[src/rtl/pivot_search_axis.sv]
// pivot_search_axis: streaming arg-extremum finder for the solver pivot step.
// Consumes one N_ROWS x N_COLS matrix per frame (column-major beats) and
// reports the row/col/value of the selected pivot, a found flag and
// frame-length error bits.
//
// Handshake: a beat or result moves on a rising edge where valid && ready are
// both high; valid never waits on ready, s_ready is high in SCAN and DRAIN,
// m_valid is high only in HOLD, so input and result never overlap in a cycle.
module pivot_search_axis #(
    parameter int WIDTH     = 16,
    parameter int N_ROWS    = 4,
    parameter int N_COLS    = 4,
    parameter int EXCL_DIAG = 1,
    localparam int RW = (N_ROWS > 1) ? $clog2(N_ROWS) : 1,
    localparam int CW = (N_COLS > 1) ? $clog2(N_COLS) : 1
) (
    input  logic             clk,
    input  logic             rst,
    input  logic [1:0]       mode,
    input  logic             s_valid,
    output logic             s_ready,
    input  logic [WIDTH-1:0] s_data,
    input  logic             s_last,
    output logic             m_valid,
    input  logic             m_ready,
    output logic [RW-1:0]    m_row,
    output logic [CW-1:0]    m_col,
    output logic [WIDTH-1:0] m_value,
    output logic             m_found,
    output logic [1:0]       m_err
);

    typedef enum logic [1:0] {
        SCAN  = 2'd0,
        DRAIN = 2'd1,
        HOLD  = 2'd2
    } state_t;

    state_t           r_state;
    state_t           w_state_next;

    logic [RW-1:0]    r_row;
    logic [CW-1:0]    r_col;
    logic [1:0]       r_mode;
    logic             r_found;
    logic [RW-1:0]    r_best_row;
    logic [CW-1:0]    r_best_col;
    logic [WIDTH-1:0] r_best_val;
    logic [1:0]       r_err;

    logic             w_first;
    logic             w_final;
    logic             w_diag;
    logic             w_cand;
    logic [1:0]       w_mode_in;
    logic [1:0]       w_mode_eff;
    logic [WIDTH:0]   w_ext_in;
    logic [WIDTH:0]   w_ext_best;
    logic [WIDTH:0]   w_mag_in;
    logic [WIDTH:0]   w_mag_best;
    logic             w_better;
    logic             w_take;

    // Beat position, candidate qualification and "strictly better" compare.
    always_comb begin
        w_first    = (r_row == '0) && (r_col == '0);
        w_final    = (r_row == RW'(N_ROWS - 1)) && (r_col == CW'(N_COLS - 1));
        w_diag     = (EXCL_DIAG != 0) && (int'(r_row) == int'(r_col));
        w_cand     = !w_diag;
        // Reserved mode 3 behaves as max signed.
        w_mode_in  = (mode == 2'd3) ? 2'd0 : mode;
        w_mode_eff = w_first ? w_mode_in : r_mode;
        // Magnitudes at WIDTH+1 bits so the most negative value does not wrap.
        w_ext_in   = {s_data[WIDTH-1], s_data};
        w_ext_best = {r_best_val[WIDTH-1], r_best_val};
        w_mag_in   = w_ext_in[WIDTH] ? (~w_ext_in + {{WIDTH{1'b0}}, 1'b1}) : w_ext_in;
        w_mag_best = w_ext_best[WIDTH] ? (~w_ext_best + {{WIDTH{1'b0}}, 1'b1}) : w_ext_best;
        case (w_mode_eff)
            2'd1:    w_better = $signed(s_data) < $signed(r_best_val);
            2'd2:    w_better = w_mag_in > w_mag_best;
            default: w_better = $signed(s_data) > $signed(r_best_val);
        endcase
        // Strict compare: ties keep the earliest element.
        w_take = w_cand && (!r_found || w_better);
    end

    // FSM state register.
    always_ff @(posedge clk) begin
        if (!rst) begin
            r_state <= SCAN;
        end else begin
            r_state <= w_state_next;
        end
    end

    // Next-state and handshake outputs.
    always_comb begin
        w_state_next = r_state;
        s_ready      = 1'b0;
        m_valid      = 1'b0;
        case (r_state)
            SCAN: begin
                s_ready = 1'b1;
                if (s_valid) begin
                    if (s_last) begin
                        w_state_next = HOLD;
                    end else if (w_final) begin
                        w_state_next = DRAIN;
                    end
                end
            end
            DRAIN: begin
                s_ready = 1'b1;
                if (s_valid && s_last) begin
                    w_state_next = HOLD;
                end
            end
            HOLD: begin
                m_valid = 1'b1;
                if (m_ready) begin
                    w_state_next = SCAN;
                end
            end
            default: begin
                w_state_next = SCAN;
            end
        endcase
    end

    // Beat counters, latched mode, running best and error bits.
    always_ff @(posedge clk) begin
        if (!rst) begin
            r_row      <= '0;
            r_col      <= '0;
            r_mode     <= 2'd0;
            r_found    <= 1'b0;
            r_best_row <= '0;
            r_best_col <= '0;
            r_best_val <= '0;
            r_err      <= 2'b00;
        end else begin
            case (r_state)
                SCAN: begin
                    if (s_valid) begin
                        if (w_first) begin
                            r_mode <= w_mode_in;
                        end
                        if (w_take) begin
                            r_found    <= 1'b1;
                            r_best_row <= r_row;
                            r_best_col <= r_col;
                            r_best_val <= s_data;
                        end
                        if (r_row == RW'(N_ROWS - 1)) begin
                            r_row <= '0;
                            r_col <= r_col + CW'(1);
                        end else begin
                            r_row <= r_row + RW'(1);
                        end
                        if (s_last) begin
                            r_err <= w_final ? 2'b00 : 2'b01;
                        end else if (w_final) begin
                            r_err <= 2'b10;
                        end
                    end
                end
                HOLD: begin
                    if (m_ready) begin
                        r_row      <= '0;
                        r_col      <= '0;
                        r_found    <= 1'b0;
                        r_best_row <= '0;
                        r_best_col <= '0;
                        r_best_val <= '0;
                        r_err      <= 2'b00;
                    end
                end
                default: begin
                end
            endcase
        end
    end

    assign m_row   = r_best_row;
    assign m_col   = r_best_col;
    assign m_value = r_best_val;
    assign m_found = r_found;
    assign m_err   = r_err;

endmodule
[config.mk]
export PLATFORM = sky130hd
export DESIGN_NAME = pivot_search_axis
export DESIGN_NICKNAME = d
export VERILOG_FILES = /design/src/rtl/pivot_search_axis.sv
export SDC_FILE = /design/constraint.sdc
export NUM_CORES = 1
export LEC_CHECK = 0
export CORE_MARGIN = 3
export CORE_UTILIZATION = 45
export CTS_CLUSTER_SIZE = 25
export DETAILED_ROUTE_END_ITERATION = 10
export GPL_ROUTABILITY_DRIVEN = 0
export GPL_TIMING_DRIVEN = 0
export PLACE_DENSITY = 0.7
export SLEW_MARGIN = 20
export SYNTH_ARGS = -nofsm -noshare
export SYNTH_HDL_FRONTEND = slang
export SYNTH_SLANG_ARGS = --single-unit
[constraint.sdc]
create_clock -name clk -period 4.15 [get_ports clk]
set_input_delay 0.83 -clock clk [delete_from_list [all_inputs] [get_ports clk]]
set_output_delay 0.83 -clock clk [all_outputs]
set_load 0.03 [all_outputs]
==> flow_metrics.env, run 1 <==
export IMPL_worstPathMaxFanout=10
export IMPL_placed_area_um2=3308
export IMPL_final_antenna_net_count=0
export IMPL_p_seq_share_pct=33.7
export IMPL_drv_slew=0
export IMPL_drv_cap=0
export IMPL_drc=0
export IMPL_grt_pass1_vias=2565
export IMPL_fin_crit_sh_pct=94.64
export IMPL_syn_nets=398
export IMPL_fp_dieW_um=84.14
export IMPL_ys_ff_latch=31
export IMPL_rows=27
export IMPL_vias_per_cell=5.531
export IMPL_fin_crit_ns=3.927
export IMPL_final_nets=457
export IMPL_place_inst=454
export IMPL_dieHeight_um=84.14
export IMPL_dieArea_um2=7080
export IMPL_setup_violations=0
export IMPL_tightest_slew_ns=0.5585
export IMPL_relSlewSlack_pct=62.77
export IMPL_hold_viol_final=0
export IMPL_powerDensity_nw_per_um2=279.5
export IMPL_tritoncts="done"
export IMPL_ys_types=44
export IMPL_area_growth_syn_to_layout_pct=28.73
export IMPL_finClkSkew_ns=0.007215
export IMPL_netlist_area_leader_share_pct=22.59
export IMPL_combPwrFrac_pct=41.2
export IMPL_critical_path_class="input pin to register"
export IMPL_peakVddDrop_v=0.0001845
export IMPL_overflow=0
export IMPL_path_clk_slew_ns=0.08
export IMPL_async_flop_share_pct=0
export IMPL_yosys_warnings=0
export IMPL_worstReg2RegStart="m_value[0]$_SDFFE_PN0P_"
export IMPL_synth_top_flop_cell="dfxtp_1"
export IMPL_antenna_found_initial=0
export IMPL_worst_skew_pair_late_latency_ns=0.29
export IMPL_rr_worst_depth=13
export IMPL_r2r_end="m_value[6]$_SDFFE_PN0P_"
export IMPL_synthTopCellsByCount="inv_1 (45), ha_1 (40), nand2_1 (33)"
export IMPL_final_area_um2=3537
export IMPL_grt_max_degree=12
export IMPL_grt_pass1_wl_um=11860
export IMPL_crit_end="m_value[6]$_SDFFE_PN0P_"
export IMPL_core_area_um2=5709
export IMPL_grt_usage_pct=20.01
export IMPL_instances_no_fill=467
export IMPL_avgSynthCellArea_um2=8.202
export IMPL_cp_end_kind="register"
export IMPL_required_ns=4.36
export IMPL_swShare_pct=38.80
export IMPL_clockRootBuffer="clkbuf_8"
export IMPL_routedWlPerCell_um=15.12
export IMPL_power_leakage_uw=0.001465
export IMPL_h_tree_depth=2
export IMPL_drt_total_wl_um=7061
export IMPL_yosys_area_top_type="dfxtp_1"
export IMPL_hp_class="register to register"
export IMPL_start_util_pct=48.13
export IMPL_netlist_instances=335
export IMPL_crit_arrival_ns=4.14
export IMPL_io_buffers=47
export IMPL_ys_seq_area_share_pct=22.59
export IMPL_p_int_uw=604.9
export IMPL_clk_path_buf_depth=2
export IMPL_drt_initial_drc_count=138
export IMPL_p_total_uw=988.5
export IMPL_diodes=0
export IMPL_clock_power_share_pct=25.1
export IMPL_ys_top_cells_by_area="dfxtp_1 (23%), ha_1 (18%), o22ai_2 (9.1%)"
export IMPL_synth_edf_count=0
export IMPL_netlist_area_um2=2748
export IMPL_start_kind="input pin"
export IMPL_io_pins=48
export IMPL_crit_start="s_data[15]"
export IMPL_dp_hpwl_um=5445
export IMPL_switchingPower_uw=383.6
export IMPL_drive_gt1_share_pct=12.91
export IMPL_status="finished clean"
export IMPL_dr_pass1_iters=4
export IMPL_yosysMostFrequentCell="inv_1"
export IMPL_clkSinkCount=31
export IMPL_reg2reg_setup_slack_ns=0.41
export IMPL_vias=2583
export IMPL_numCtsBuffers=5
export IMPL_max_freq_mhz=254.6
[cells by family (layout without fill, tap and decap cells)]
logic type,after synthesis,after routing,synth area share [%]
XOR/XNOR,28,28,8.925
other,2,2,0.2733
multiplexers,2,2,0.7286
AO/OA/AOI/OAI,90,90,24.95
adder cells (fa/ha/maj),40,40,18.21
flip-flops,31,31,22.59
buffers and inverters,52,112,7.923
AND/OR/NAND/NOR,90,90,16.39
[cells in the final DEF, fill, tap and decap left out, types with 3 or more instances in the layout]
cell type	Yosys	routed
inv_1	45	44
ha_1	40	40
clkdlybuf4s50_1	0	40
nand2_1	33	33
dfxtp_1	31	31
xnor2_1	28	28
a21oi_1	26	25
o22ai_2	20	20
nor2_1	16	16
o21ai_0	15	15
o31ai_1	7	7
nand3_1	7	7
nand4_1	7	7
dlymetal6s2s_1	0	7
nor2b_1	5	5
clkbuf_8	0	5
buf_4	2	5
buf_6	2	4
nor3b_1	3	3
clkinvlp_4	0	3
a31oi_1	4	3
[timing repair]
action,in CTS,in global routing
pin swaps,0,5
gates cloned,0,0
gates resized for setup,4,20
hold buffers,0,0
endpoints found under the setup margin,20,20
buffers inserted,0,5
[state kept, by name (all words and copies together), names as in the netlist]
register / flops
r_row: 2
m_err: 2
m_value: 16
m_found: 1
m_col: 2
r_col: 2
r_mode: 2
m_row: 2
r_state: 2
[power by group through the flow]
stage	clock (uW)	combinational, uW	sequential (uW)
6_report	248	407	333
5_1_grt	264	453	336
4_1_cts	254	393	333
3_5_place_dp	0	388	340
3_3_place_gp	0	380	339
2_1_floorplan	0	240	363
[critical path: stages]
cell	delay, ns
clkdlybuf4s50_1	0.50
clkbuf_4	0.25
clkinvlp_4	0.17
a31oi_2	0.27
a21oi_2	0.08
nand2_1	0.09
xnor2_1	0.07
ha_1	0.31
nand4_1	0.17
nor4_2	0.34
a21oi_1	0.11
o31ai_1	0.10
o2111ai_2	0.18
o31a_1	0.35
buf_6	0.17
o22ai_2	0.14
[metrics by stage]
step	hold WS, ns	setup WS [ns]	TNS (ns)	util, %
after floorplan	0.4725	0.6149	0	-
after global placement	0.4589	-0.5925	-11.68	57.94
after detailed placement	0.4602	-0.5970	-11.67	57.94
after CTS	0.4788	0.002760	0	59.89
after global routing	0.5095	-0.005397	-0.005397	61.95
final	0.4790	0.2226	0	61.95
[layout make-up]
type | instances | area [um^2]
fillers | 497 | 2172
repair buffers | 52 | 525.5
plain buffers | 7 | 60.06
clock buffers | 5 | 68.82
well taps | 72 | 90.09
multi-input cells | 252 | 1979
clock inverters | 3 | 20.02
inverters | 45 | 172.7
flip-flops and latches | 31 | 620.6
[how the worst min path moves through the flow]
stage | end | cells after the start | start | slack [ns]
after floorplan | r_mode[0]$_SDFFE_PN0P_ | 1 | r_mode[0]$_SDFFE_PN0P_ | 0.47
after global placement | m_err[1]$_SDFFE_PN0P_ | 2 | m_err[1]$_SDFFE_PN0P_ | 0.46
after detailed placement | m_err[1]$_SDFFE_PN0P_ | 2 | m_err[1]$_SDFFE_PN0P_ | 0.46
after CTS | m_err[1]$_SDFFE_PN0P_ | 2 | m_err[1]$_SDFFE_PN0P_ | 0.48
after global routing | m_err[1]$_SDFFE_PN0P_ | 2 | m_err[1]$_SDFFE_PN0P_ | 0.51
final | m_err[1]$_SDFFE_PN0P_ | 2 | m_err[1]$_SDFFE_PN0P_ | 0.48
[per-layer routing]
metal | vias up | wire length, um | global-route usage (%) | part of all wire, %
met1 | 1209 | 3179 | 26.12 | 45
met2 | 62 | 3461 | 33.50 | 49
met4 | 0 | 37 | 4.825 | 0.52
met5 | - | 0 | 0 | 0
li1 | 1306 | - | - | -
met3 | 6 | 383 | 4.514 | 5.4
(Power assumes the default switching activity.)
==> run 2: changes to the inputs <==
Settings changed: HOLD_SLACK_MARGIN set to 0.05.
==> results of run 2 <==
Final layout, timing and power as in run 1 (identical DEF).
==> run 3: changes to the inputs <==
Settings changed: ABC_AREA set to 0, CORE_UTILIZATION 45 to 54, MAX_ROUTING_LAYER set to met4, PLACE_DENSITY 0.7 to 0.81.
==> run 3 against run 2 <==
- worst hold slack gained 0.0042 ns
- first-iteration DRC count up 22%
- critical endpoint is now m_value[5]$_SDFFE_PN0P_
- setup slack worse by 0.17 ns
- highest routed layer unchanged
- via count up 4.4%
- utilization increased by 13 points
- wire length grew 4.3%
- final cell count down 0.43%
- clock-buffer cell count up 1
- sequential share of layout area decreased by 0.29 points
- design area increased by 1.7%
- clock power up 28%
- sequential cell count is the same
==> flow_metrics.env, run 3 (synthesis results as in run 1) <==
export IMPL_status="finished clean"
export IMPL_start_util_pct=57.04
export IMPL_final_cell_mix="inv_1 (44), clkdlybuf4s50_1 (43), ha_1 (39), nand2_1 (33), dfxtp_1 (31)"
export IMPL_switchingPower_uw=384.9
export IMPL_dp_hpwl_um=5449
export IMPL_fin_ws_ns=0.05723
export IMPL_worst_skew_pair_late_latency_ns=0.29
export IMPL_place_inst=449
export IMPL_relSlewSlack_pct=63.81
export IMPL_dr_wl_met3_um=348
export IMPL_critPathSlowestCell="clkdlybuf4s50_1"
export IMPL_pre_cts_ws_ns=-0.5970
export IMPL_drv_cap=0
export IMPL_p_seq_share_pct=31.1
export IMPL_clk_path_buf_depth=2
export IMPL_grt_usage_pct=24.67
export IMPL_swShare_pct=36.01
export IMPL_final_fill_count=396
export IMPL_antenna_found_initial=0
export IMPL_io_buffers=47
export IMPL_grt_pass1_vias=2632
export IMPL_final_nets=460
export IMPL_hold_viol_final=0
export IMPL_peakVddDrop_v=0.0001946
export IMPL_power_leakage_uw=0.001480
export IMPL_core_area_um2=4817
export IMPL_drive_gt1_share_pct=14.07
export IMPL_wl_met1_um=3280
export IMPL_diodes=0
export IMPL_powerDensity_nw_per_um2=297.2
export IMPL_numCtsBuffers=5
export IMPL_tritoncts="done"
export IMPL_p_int_uw=684.1
export IMPL_fin_crit_sh_pct=98.62
export IMPL_clockRootBuffer="clkbuf_8"
export IMPL_dieArea_um2=5980
export IMPL_routedWlPerCell_um=15.83
export IMPL_placed_area_um2=3302
export IMPL_hp_class="register to register"
export IMPL_dr_pass1_iters=5
export IMPL_fp_dieW_um=77.33
export IMPL_h_tree_depth=2
export IMPL_overflow=0
export IMPL_hold_buffers=0
export IMPL_combPwrFrac_pct=39.1
export IMPL_grt_pass1_wl_um=11920
export IMPL_path_cells="clkdlybuf4s50_1 -> nor3_1 -> nand3_1 -> or3_4 -> nand2_1 -> xnor2_1 -> ha_1 -> nand4_1 -> nor4_4 -> a21boi_0 -> o31ai_2 -> o2111ai_2 -> o31a_1 -> buf_6 -> o22ai_2"
export IMPL_largest_reg_flops=16
export IMPL_critical_path_class="input pin to register"
export IMPL_grt_max_degree=11
export IMPL_drv_slew=0
export IMPL_final_util_pct=74.68
export IMPL_path_clk_slew_ns=0.07
export IMPL_drt_total_wl_um=7362
export IMPL_io_pins=48
export IMPL_rows=25
export IMPL_routed_top_layer="met4"
export IMPL_layout_commonest_cell="inv_1"
export IMPL_max_freq_mhz=244.3
export IMPL_instances_no_fill=465
export IMPL_clkSinkCount=31
export IMPL_vias_per_cell=5.798
export IMPL_area_growth_syn_to_layout_pct=30.92
export IMPL_clock_power_share_pct=29.7
export IMPL_worstPathMaxFanout=10
export IMPL_drc=0
export IMPL_final_antenna_net_count=0
export IMPL_vias=2696
export IMPL_crit_arrival_ns=4.27
export IMPL_path_buf_inv=2
export IMPL_fin_crit_ns=4.093
export IMPL_setup_violations=0
export IMPL_required_ns=4.32
export IMPL_cpLargestDelayFamily="simple AND/OR/NAND/NOR gates"
export IMPL_start_kind="input pin"
export IMPL_tightest_slew_ns=0.5429
export IMPL_cp_end_kind="register"
export IMPL_final_area_um2=3597
export IMPL_finClkSkew_ns=0.003942
export IMPL_met2WireLength_um=3589
export IMPL_dieHeight_um=77.33
export IMPL_slowest_delay_ns=0.49
export IMPL_drt_initial_drc_count=168
export IMPL_timing_hold_ws_ns=0.4832
## run 3: changes by cell type in the layout (fill, tap and decap cells not counted), sizes merged
cell           before  now
dlymetal6s2s        7    4
clkbuf              8    9
bufinv              0    1
clkinvlp            3    1
clkdlybuf4s50      40   43
buf                 9   12
## run 3: final timing paths
kind                                               from                       to  slack (ns)  cells after the start
worst max register to register  m_value[0]$_SDFFE_PN0P_  m_value[5]$_SDFFE_PN0P_        0.36                     13
worst min register to register    m_err[0]$_SDFFE_PN0P_    m_err[0]$_SDFFE_PN0P_        0.48                      2
worst max-delay path                         s_data[10]  m_value[5]$_SDFFE_PN0P_        0.06                     15
worst min-delay path              m_err[0]$_SDFFE_PN0P_    m_err[0]$_SDFFE_PN0P_        0.48                      2
## run 3: cell type report
class | count | area, um^2 | share of cell area, %
clock buffers | 6 | 82.58 | 2.296
repair buffers | 55 | 540.5 | 15.03
inverters | 45 | 172.7 | 4.800
well taps | 67 | 83.83 | 2.330
plain buffers | 7 | 57.56 | 1.600
flip-flops and latches | 31 | 620.6 | 17.25
multi-input cells | 252 | 2004 | 55.72
clock inverters | 2 | 35.03 | 0.9739
## run 3: per-stage QoR
stage	setup TNS [ns]	power [uW]
floorplan	0	603.0
global placement	-10.77	715.0
detailed placement	-11.81	726.7
CTS	0	1049
global route	-1.124	1134
finish	0	1069
## run 3: metal layers
layer | GRT usage [%] | up-vias
met5 | - | -
met3 | 3.480 | 15
li1 | - | 1308
met2 | 41.62 | 108
met4 | 7.651 | 0
met1 | 30.54 | 1265
## run 3: timing repair
| item | 4_1_cts | 5_1_grt |
|---|---|---|
| endpoints found under the setup margin | 20 | 20 |
| resized for setup | 5 | 18 |
| pin swaps | 0 | 7 |
| setup buffers | 0 | 8 |
## run 3: worst reg2reg max path, cell delays in order, from the launching register on
cell	delay, ns
dfxtp_1	0.36
nor3_1	0.38
nand4_1	0.22
or3_1	0.42
or4_1	0.45
ha_1	0.32
nand4_1	0.21
nor4_4	0.24
a21boi_0	0.35
o31ai_2	0.10
o2111ai_2	0.11
o31a_1	0.22
buf_6	0.20
o22ai_2	0.09
## run 3: power groups by stage
stage / Sequential [uW] / Clock (uW) / Combinational (uW)
2_1_floorplan: 363 / 0 / 240
3_3_place_gp: 339 / 0 / 376
3_5_place_dp: 339 / 0 / 387
4_1_cts: 332 / 323 / 394
5_1_grt: 335 / 338 / 461
6_report: 333 / 318 / 418
==> variant, RTL diff (flow settings as in run 1) <==
Register the output `m_err` once more; this adds one clock of latency there. The other outputs are not delayed to match.
--- a/src/rtl/pivot_search_axis.sv
+++ b/src/rtl/pivot_search_axis.sv
@@ -186,5 +186,11 @@
     assign m_value = r_best_val;
     assign m_found = r_found;
-    assign m_err   = r_err;
+    always_ff @(posedge clk) begin
+        if (!rst) begin
+            m_err <= '0;
+        end else begin
+            m_err <= r_err;
+        end
+    end
 
 endmodule
Behaviour: not the same (a bounded check fails within 4 cycles, from zero or initial values and one cycle with rst low).
==> variant against run 1 <==
- synthesized cell count up 9.6%
- via count rose by 7.7%
- critical endpoint is now m_col[1]
- routed wire length increased by 9.0%
- sequential share of layout area is 0.59 points higher
- fmax down 1.7%
- power rose by 29%
- sequential cell count rose by 2
- non-clock buffer count increased by 1
- hold slack lost 18 ps
- design area grew 3.0%
- count of clock-buffer cells in the layout is 2 higher
- critical path depth down 1
- setup slack worse by 68 ps
- synthesized area increased by 3.6%
==> variant: results (changes against run 1) <==
Worst setup path
The data arrival time of the critical path came to 4180 ps (+40 ps). The maximum fanout along the worst path is 10 (unchanged). The setup slack of the most critical reg-to-reg path is 460 ps (+50 ps). The start point of the critical path is s_data[7]. The end point of the critical path is m_col[1].

The startpoint of the most critical register-to-register path is m_value[2]. The count of cells along the worst register-to-register path was 14 (+1).

Pwr
The peak ir drop on the vdd network was 0.0001641 V (-11%). The leakage power total was 1.485 nW (+1.4%).

Layout
The share of layout cells above drive strength 1 is 8.000% (-4.9 points). The number of flip-flops under the largest register name is 16 (unchanged). The count of inserted antenna diode cells was 0 (unchanged). The count of filler cells inserted in the layout is 563 (+13%).

Timing
The final critical path time including I/O delays and setup is 3995 ps (+67.96 ps). The clock skew is 8.267 ps (+1.052 ps). The number of hold violations in the final report is 0 (unchanged). The remaining max-slew budget at the tightest pin came to 60.50% (-2.3 points).

Global routing
The largest net degree at the start of global routing was 11 (-1). The overall fraction of global-route tracks in use was 22.17% (+2.2 points). The number of antenna violations at the first check in global routing is 0 (unchanged). The number of global-route vias before repair is 2820 (+9.9%). The global-route wire length before repair came to 13150 um (+11%).

Route
The post-detailed-route via-to-cell ratio was 5.562 (+0.56%). The number of DRC violations after detailed-routing iteration 0 is 139 (+0.72%). The overall routed net length is 7698 um (+9.0%). The detailed-routing iteration count for the pre-antenna-repair pass was 4 (unchanged).

The average wire length per cell after detail routing is 15.40 um (+1.8%).

CTS
The clock-pin slew reported for the worst setup and hold paths after clock tree synthesis is 70 ps. At the later pin of the worst-skew pair, clock insertion delay measures 300 ps. The worst-case clock buffer depth is 2 (unchanged). The H-tree level count came to 2 (unchanged).

CTS placed an instance of clkbuf_8 at the clock tree root. The number of buffers created by CTS is 5 (unchanged).

Placed design
The final HPWL from detailed placement is 5690 um (+4.5%). The placement-stage cell area is 3412 um^2 (+3.1%). The post-placement worst setup slack is -912.1 ps (-315.0 ps). The quantity of I/O buffers inserted on ports came to 47 (unchanged). The total placed cells including tap cells came to 489 (+7.7%).

Logic synthesis
The primary flip-flop cell chosen by synthesis mapping is dfxtp_1. The commonest cells after synthesis are nand2_1, ha_1, dfxtp_1. The number of warnings printed during yosys synthesis is 0 (unchanged). The number of nets in the synthesized netlist came to 430 (+8.0%). The per-instance average area after synthesis is 7.759 um^2 (-5.4%). The number of distinct library cell variants in the gate-level netlist after synthesis came to 43 (-2.3%). The register area share after synthesis is 23.20% (+0.61 points). The share of flip-flops with an asynchronous set or reset after synthesis is 0% (unchanged). In the post-synthesis netlist, the biggest area contributors are dfxtp_1, ha_1, nand2_1.

Hold path
The min-delay analysis places its worst path in the category reg2reg.

Outcome
The run finished with clean final reports.
[variant: layer usage]
metal / up-vias / track usage [%] / wire, um
met3: 12 / 4.707 / 400
met1: 1300 / 28.13 / 3554
li1: 1391 / - / -
met4: 0 / 7.050 / 119
met2: 78 / 37.50 / 3624
met5: - / 0 / 0
[variant: cells by family (layout without fill, tap and decap cells)]
family	Yosys count	count (layout)	share of synthesized area, %
AND/OR/NAND/NOR	135	135	22.19
AO/OA/AOI/OAI	68	68	14.76
adder cells (fa/ha/maj)	40	40	17.57
buffers and inverters	39	97	5.668
flip-flops	33	33	23.20
XOR/XNOR	28	28	8.612
multiplexers	22	22	7.733
other	2	2	0.2637
[variant: what timing repair did]
item | 4_1_cts | 5_1_grt
gates cloned | 1 | 0
endpoints found under the setup margin | 21 | 21
buffers inserted | 1 | 1
pin swaps | 5 | 15
resized for setup | 16 | 45
[variant: worst max-delay path, stage by stage]
cell and delay (ps):
clkbuf_2 120, or4_4 520, or2_4 280, or3_4 370, nand2_4 80, xnor2_2 70
ha_1 280, nand4_1 160, nor4_2 350, nand2_1 120, a31oi_1 210, a211oi_2 70
a211o_2 420, buf_8 190, mux2i_1 120
[variant: power by group]
| part | internal [mW] | switching [mW] |
|---|---|---|
| combinational | 0.253 | 0.314 |
| clock | 0.196 | 0.132 |
| sequential | 0.344 | 0.0328 |
| total | 0.793 | 0.479 |
[variant: worst min-delay path by stage]
stage,start,to,slack (ps),depth (start not counted)
3_3_place_gp,r_err[1],m_err[1],440,1
5_1_grt,r_err[1],m_err[1],480,1
2_1_floorplan,r_err[0],m_err[0],430,1
4_1_cts,r_err[0],r_err[0],460,2
3_5_place_dp,r_err[1],m_err[1],450,1
6_report,r_err[0],r_err[0],460,2
[variant: area by class of cell]
class	instances	area [um^2]	area share, %
Inverter	29	108.9	2.989
Sequential cell	33	660.6	18.14
Buffer	10	61.31	1.683
Timing Repair Buffer	50	501.7	13.78
Multi-Input combinational cell	295	2100	57.64
Clock buffer	7	86.33	2.370
Tap cell	75	93.84	2.576
Clock inverter	1	30.03	0.8245
